`src/rtl/rr_arbiter.sv`:
```
// Registered 2^N-way arbiter: fixed or round-robin priority, grant held
// until ack, optional forced release after TIMEOUT busy cycles.
module rr_arbiter #(
    parameter int N           = 3,
    parameter int ROUND_ROBIN = 1,
    parameter int TIMEOUT     = 0
) (
    input  logic              clk,
    input  logic              rst,
    input  logic [2**N-1:0]   req,
    input  logic              ack,
    output logic [2**N-1:0]   grant,
    output logic [N-1:0]      grant_idx,
    output logic              valid,
    output logic              timeout
);

    localparam int C  = 2**N;
    localparam int CW = (TIMEOUT > 0) ? $clog2(TIMEOUT + 1) : 1;

    typedef enum logic {
        IDLE,
        BUSY
    } state_t;

    state_t          r_state;
    state_t          w_state_nx;
    logic [C-1:0]    r_grant;
    logic [C-1:0]    w_grant_nx;
    logic [N-1:0]    r_idx;
    logic [N-1:0]    w_idx_nx;
    logic [N-1:0]    r_ptr;
    logic [N-1:0]    w_ptr_nx;
    logic [CW-1:0]   r_cnt;
    logic [CW-1:0]   w_cnt_nx;
    logic [N-1:0]    w_fix_win;
    logic [N-1:0]    w_rr_win;
    logic [N-1:0]    w_win;
    logic [N-1:0]    w_j;
    logic            w_rr_hit;
    logic            w_expire;

    // Later (higher) set bits overwrite earlier ones.
    always_comb begin
        w_fix_win = '0;
        for (int i = 0; i < C; i++) begin
            if (req[i]) begin
                w_fix_win = N'(i);
            end
        end
    end

    // Ascending search from ptr+1; N-bit addition wraps at C.
    always_comb begin
        w_rr_win = '0;
        w_rr_hit = 1'b0;
        w_j      = '0;
        for (int k = 1; k <= C; k++) begin
            w_j = r_ptr + N'(k);
            if (!w_rr_hit && req[w_j]) begin
                w_rr_win = w_j;
                w_rr_hit = 1'b1;
            end
        end
    end

    assign w_win = (ROUND_ROBIN != 0) ? w_rr_win : w_fix_win;

    generate
        if (TIMEOUT > 0) begin : g_to
            assign w_expire = (r_state == BUSY) && !ack &&
                              (r_cnt == CW'(TIMEOUT));
        end else begin : g_no_to
            assign w_expire = 1'b0;
        end
    endgenerate

    always_comb begin
        w_state_nx = r_state;
        w_grant_nx = r_grant;
        w_idx_nx   = r_idx;
        w_ptr_nx   = r_ptr;
        w_cnt_nx   = r_cnt;
        unique case (r_state)
            IDLE: begin
                if (|req) begin
                    w_state_nx = BUSY;
                    w_grant_nx = C'(1) << w_win;
                    w_idx_nx   = w_win;
                    w_cnt_nx   = CW'(1);
                end
            end
            BUSY: begin
                if (ack || w_expire) begin
                    w_state_nx = IDLE;
                    w_grant_nx = '0;
                    w_idx_nx   = '0;
                    w_cnt_nx   = '0;
                    if (ROUND_ROBIN != 0) begin
                        w_ptr_nx = r_idx;
                    end
                end else if (TIMEOUT > 0) begin
                    w_cnt_nx = r_cnt + CW'(1);
                end
            end
            default: begin
                w_state_nx = IDLE;
            end
        endcase
    end

    always_ff @(posedge clk or negedge rst) begin
        if (!rst) begin
            r_state <= IDLE;
            r_grant <= '0;
            r_idx   <= '0;
            r_ptr   <= '1;
            r_cnt   <= '0;
        end else begin
            r_state <= w_state_nx;
            r_grant <= w_grant_nx;
            r_idx   <= w_idx_nx;
            r_ptr   <= w_ptr_nx;
            r_cnt   <= w_cnt_nx;
        end
    end

    assign grant     = r_grant;
    assign grant_idx = r_idx;
    assign valid     = (r_state == BUSY);
    assign timeout   = w_expire;

endmodule

```
`config.mk`:
```
export PLATFORM = sky130hd
export DESIGN_NAME = rr_arbiter
export DESIGN_NICKNAME = d
export VERILOG_FILES = /design/src/rtl/rr_arbiter.sv
export SDC_FILE = /design/constraint.sdc
export NUM_CORES = 1
export LEC_CHECK = 0
export BUFFER_PORTS_ARGS = -buffer_cell sky130_fd_sc_hd__buf_2
export CELL_PAD_IN_SITES_DETAIL_PLACEMENT = 0
export CELL_PAD_IN_SITES_GLOBAL_PLACEMENT = 1
export CORE_AREA = 2 2 66 68
export DETAILED_ROUTE_END_ITERATION = 8
export DIE_AREA = 0 0 68 70
export GPL_TIMING_DRIVEN = 0
export HOLD_SLACK_MARGIN = 0.02
export PLACE_DENSITY = 0.83
export SETUP_SLACK_MARGIN = 0.05
export SYNTH_ARGS = -nofsm -noshare
export SYNTH_HDL_FRONTEND = slang
export SYNTH_SLANG_ARGS = --single-unit
```
`constraint.sdc`:
```
create_clock -name clk -period 4.17 [get_ports clk]
set_clock_uncertainty 0.15 [all_clocks]
set_input_delay 0.417 -clock clk [delete_from_list [all_inputs] [get_ports clk]]
set_output_delay 0.417 -clock clk [all_outputs]
set_load 0.01 [all_outputs]
```
==> reports/metrics.cfg <==
[sta]
setup_tns_ns=0
worst_slack_ns=0.4176
hold_violations=0
final.period_utilization_pct=89.98
tightest_slew_ns=0.6202
max_freq_mhz=266.5
final-setup-viol-count=0
relSlewSlack_pct=58.27
slew_violations=0
rsz0062_at_grt=no
layout_min_cycle_time_ns=3.752

[synth]
yosysTopAreaCellShare_pct=19.15
avgSynthCellArea_um2=10.11
synth_seq_cells=15
yosys.cell_types.count=51
ys_async_sr_fraction_pct=100.0
synthFlopType=dfrtp_1
syn_inst=155
ys_top_cells_by_area=dfrtp_1, mux4_2, mux2_2
yosysWarnings=0
synth_most_common_cell=nand2_1
synth_commonest_cells=nand2_1, dfrtp_1, mux2_2, mux4_2, o31ai_1
syn-num-nets=168
netlist_area_um2=1568
synth-edff-count=0
synth.largest_area_cell=dfrtp_1
synth_seq_area_share_pct=24.18

[worst_setup_path]
critPathMaxFanout=19
cp.required_ns=4.18
crit_slowest_cell=dfstp_2
path_buf_inv=3
timing_worst_setup_path_type=flop to flop
path_cells=buf_6 > inv_1 > ha_1 > buf_6 > mux4_2 > mux2i_1 > nor2b_4 > a31oi_1 > mux2_4 > or3_4 > o31ai_1
cp-end-kind=flop
cp_top_family=multiplexers
crit_top_cell=buf_6
crit_arrival_ns=3.76
max_stage_delay_ns=0.56
startpoint_type=flop

[clocking]
clk_latency_ns=0.25
cts_tree=yes
cts_sinks=15
root_buffer=clkbuf_8
cts_made_buffers=3
clkTransAtPathRegs_ns=0.06
clockBufferDepth=2
cts.htree.levels=1

[job]
drv_cap=0

[detailed_routing]
route.detailed.drc=0
drt_iter0_markers=49
totalWireLength_um=3864
ant_nets=0
routed-via-count=1420
wl_per_cell_um=16.58
via_per_inst=6.094
first_pass_iters=4

[die]
dieWidth_um=68
pin_count=24
die-area_um2=4760
core_um2=4144
start_util_pct=37.83
die_height_um=70
rows=24

[run_status]
status=complete, no violations

[cells_and_area]
post-route-util_pct=43.42
final_nets=195
drive_gt1_share_pct=34.81
fillers=399
n_antenna_cell=0
syn2layout_area_growth_pct=14.76

[global_routing]
overflow=0
grt_pass1_wl_um=6617
grtUsageTotal_pct=17.73
grt_pass1_vias=1438
grt_start_max_net_pins=20
antenna_found_initial=0

[placed_design]
dp_slack_ns=-0.02161
portBuffers=22
globalplace.congestion=0.8796
hpwl_um=2987

[min_path]
hp-class=flop to flop

[power_and_ir_drop]
p_leak_nw=0.7559
finalPower_mw=1.576
irDropWorstVdd_mv=0.4028
pwr_density_cell_nw_per_um2=875.8

==> where the power goes <==
group / internal, mW / total (mW) / switching (mW)
combinational: 0.566 / 1.23 / 0.661
sequential: 0.200 / 0.234 / 0.0337
clock: 0.0660 / 0.115 / 0.0486
==> cell type report <==
cell class                      instances  area (µm²)  share of cell area [%]
Clock inverter                          1       5.005                  0.2782
Buffer                                  8       55.05                   3.060
Clock buffer                            3       41.29                   2.295
Inverter                                3       11.26                  0.6259
Tap cell                               52       65.06                   3.616
Multi-Input combinational cell        128        1122                   62.38
Sequential cell                        15       379.1                   21.07
Timing Repair Buffer                   23       120.1                   6.676
==> sequential cells by signal, summed over array words and instances, names as in the netlist <==
name       cells
grant          8
grant_idx      3
r_ptr          3
valid          1
==> placed cells by master (no fill, tap or decap), drive strengths merged, types with 3 or more instances in the layout <==
cell type  instances
buf               28
nand2             19
dfrtp             12
mux2              12
mux4              11
o31ai              9
mux2i              8
nor3               6
a21oi              6
clkbuf             5
nor4               4
nor2               4
inv                3
and2               3
dfstp              3
nor2b              3
o21ai              3
or3                3
==> metrics by stage <==
stage | area [µm²] | cells | hold WS, ns
2_1_floorplan | 1568 | 155 | -0.02859
3_3_place_gp | 1743 | 229 | 0.1849
3_5_place_dp | 1743 | 229 | 0.1840
4_1_cts | 1799 | 233 | 0.3291
5_1_grt | 1799 | 233 | 0.3595
6_report | 1799 | 233 | 0.3243
==> per-layer routing <==
| metal | up-vias | global-route usage [%] | wire length (µm) |
|---|---|---|---|
| met5 | - | 0 | 0 |
| met4 | 0 | 5.333 | 22 |
| met3 | 4 | 2.093 | 136 |
| met2 | 40 | 30.10 | 2031 |
| met1 | 710 | 23.18 | 1674 |
| li1 | 666 | - | - |
==> logic make-up (layout without fill, tap and decap cells) <==
| kind of cell | Yosys count | in the layout | share of synthesized area [%] |
|---|---|---|---|
| XOR/XNOR | 4 | 4 | 2.235 |
| buffers and inverters | 12 | 38 | 4.469 |
| flip-flops | 15 | 15 | 24.18 |
| AND/OR/NAND/NOR | 49 | 49 | 16.76 |
| multiplexers | 31 | 31 | 30.25 |
| other | 1 | 1 | 0.2392 |
| adder cells (fa/ha/maj) | 2 | 2 | 1.596 |
| AO/OA/AOI/OAI | 41 | 41 | 20.27 |
==> worst paths after layout <==
kind,end,slack (ns),depth (start not counted),from
setup reg to reg,grant[4],0.42,11,r_ptr[1]
min in group asynchronous,grant[6],0.45,2,rst
max in group asynchronous,r_ptr[2],3.13,2,rst
hold reg to reg,grant[6],0.32,2,grant[6]
setup / recovery,grant[4],0.42,11,r_ptr[1]
hold / removal,grant[6],0.32,2,grant[6]
==> worst reg2reg max path, delay by kind of cell (launching register included) <==
| family | cells | cell delay [ns] |
|---|---|---|
| compound gates | 2 | 0.35 |
| mux | 3 | 1.03 |
| buf+inv | 3 | 0.49 |
| simple gates | 2 | 0.67 |
| fa+ha+maj | 1 | 0.40 |
| flops | 1 | 0.56 |
==> timing repair <==
item,CTS,global route
hold endpoints to repair,12,0
buffers inserted,0,0
endpoints found under the setup margin,10,0
hold buffers,1,0
gates resized for setup,1,0
Note: power is estimated with default switching activity, not from simulation.
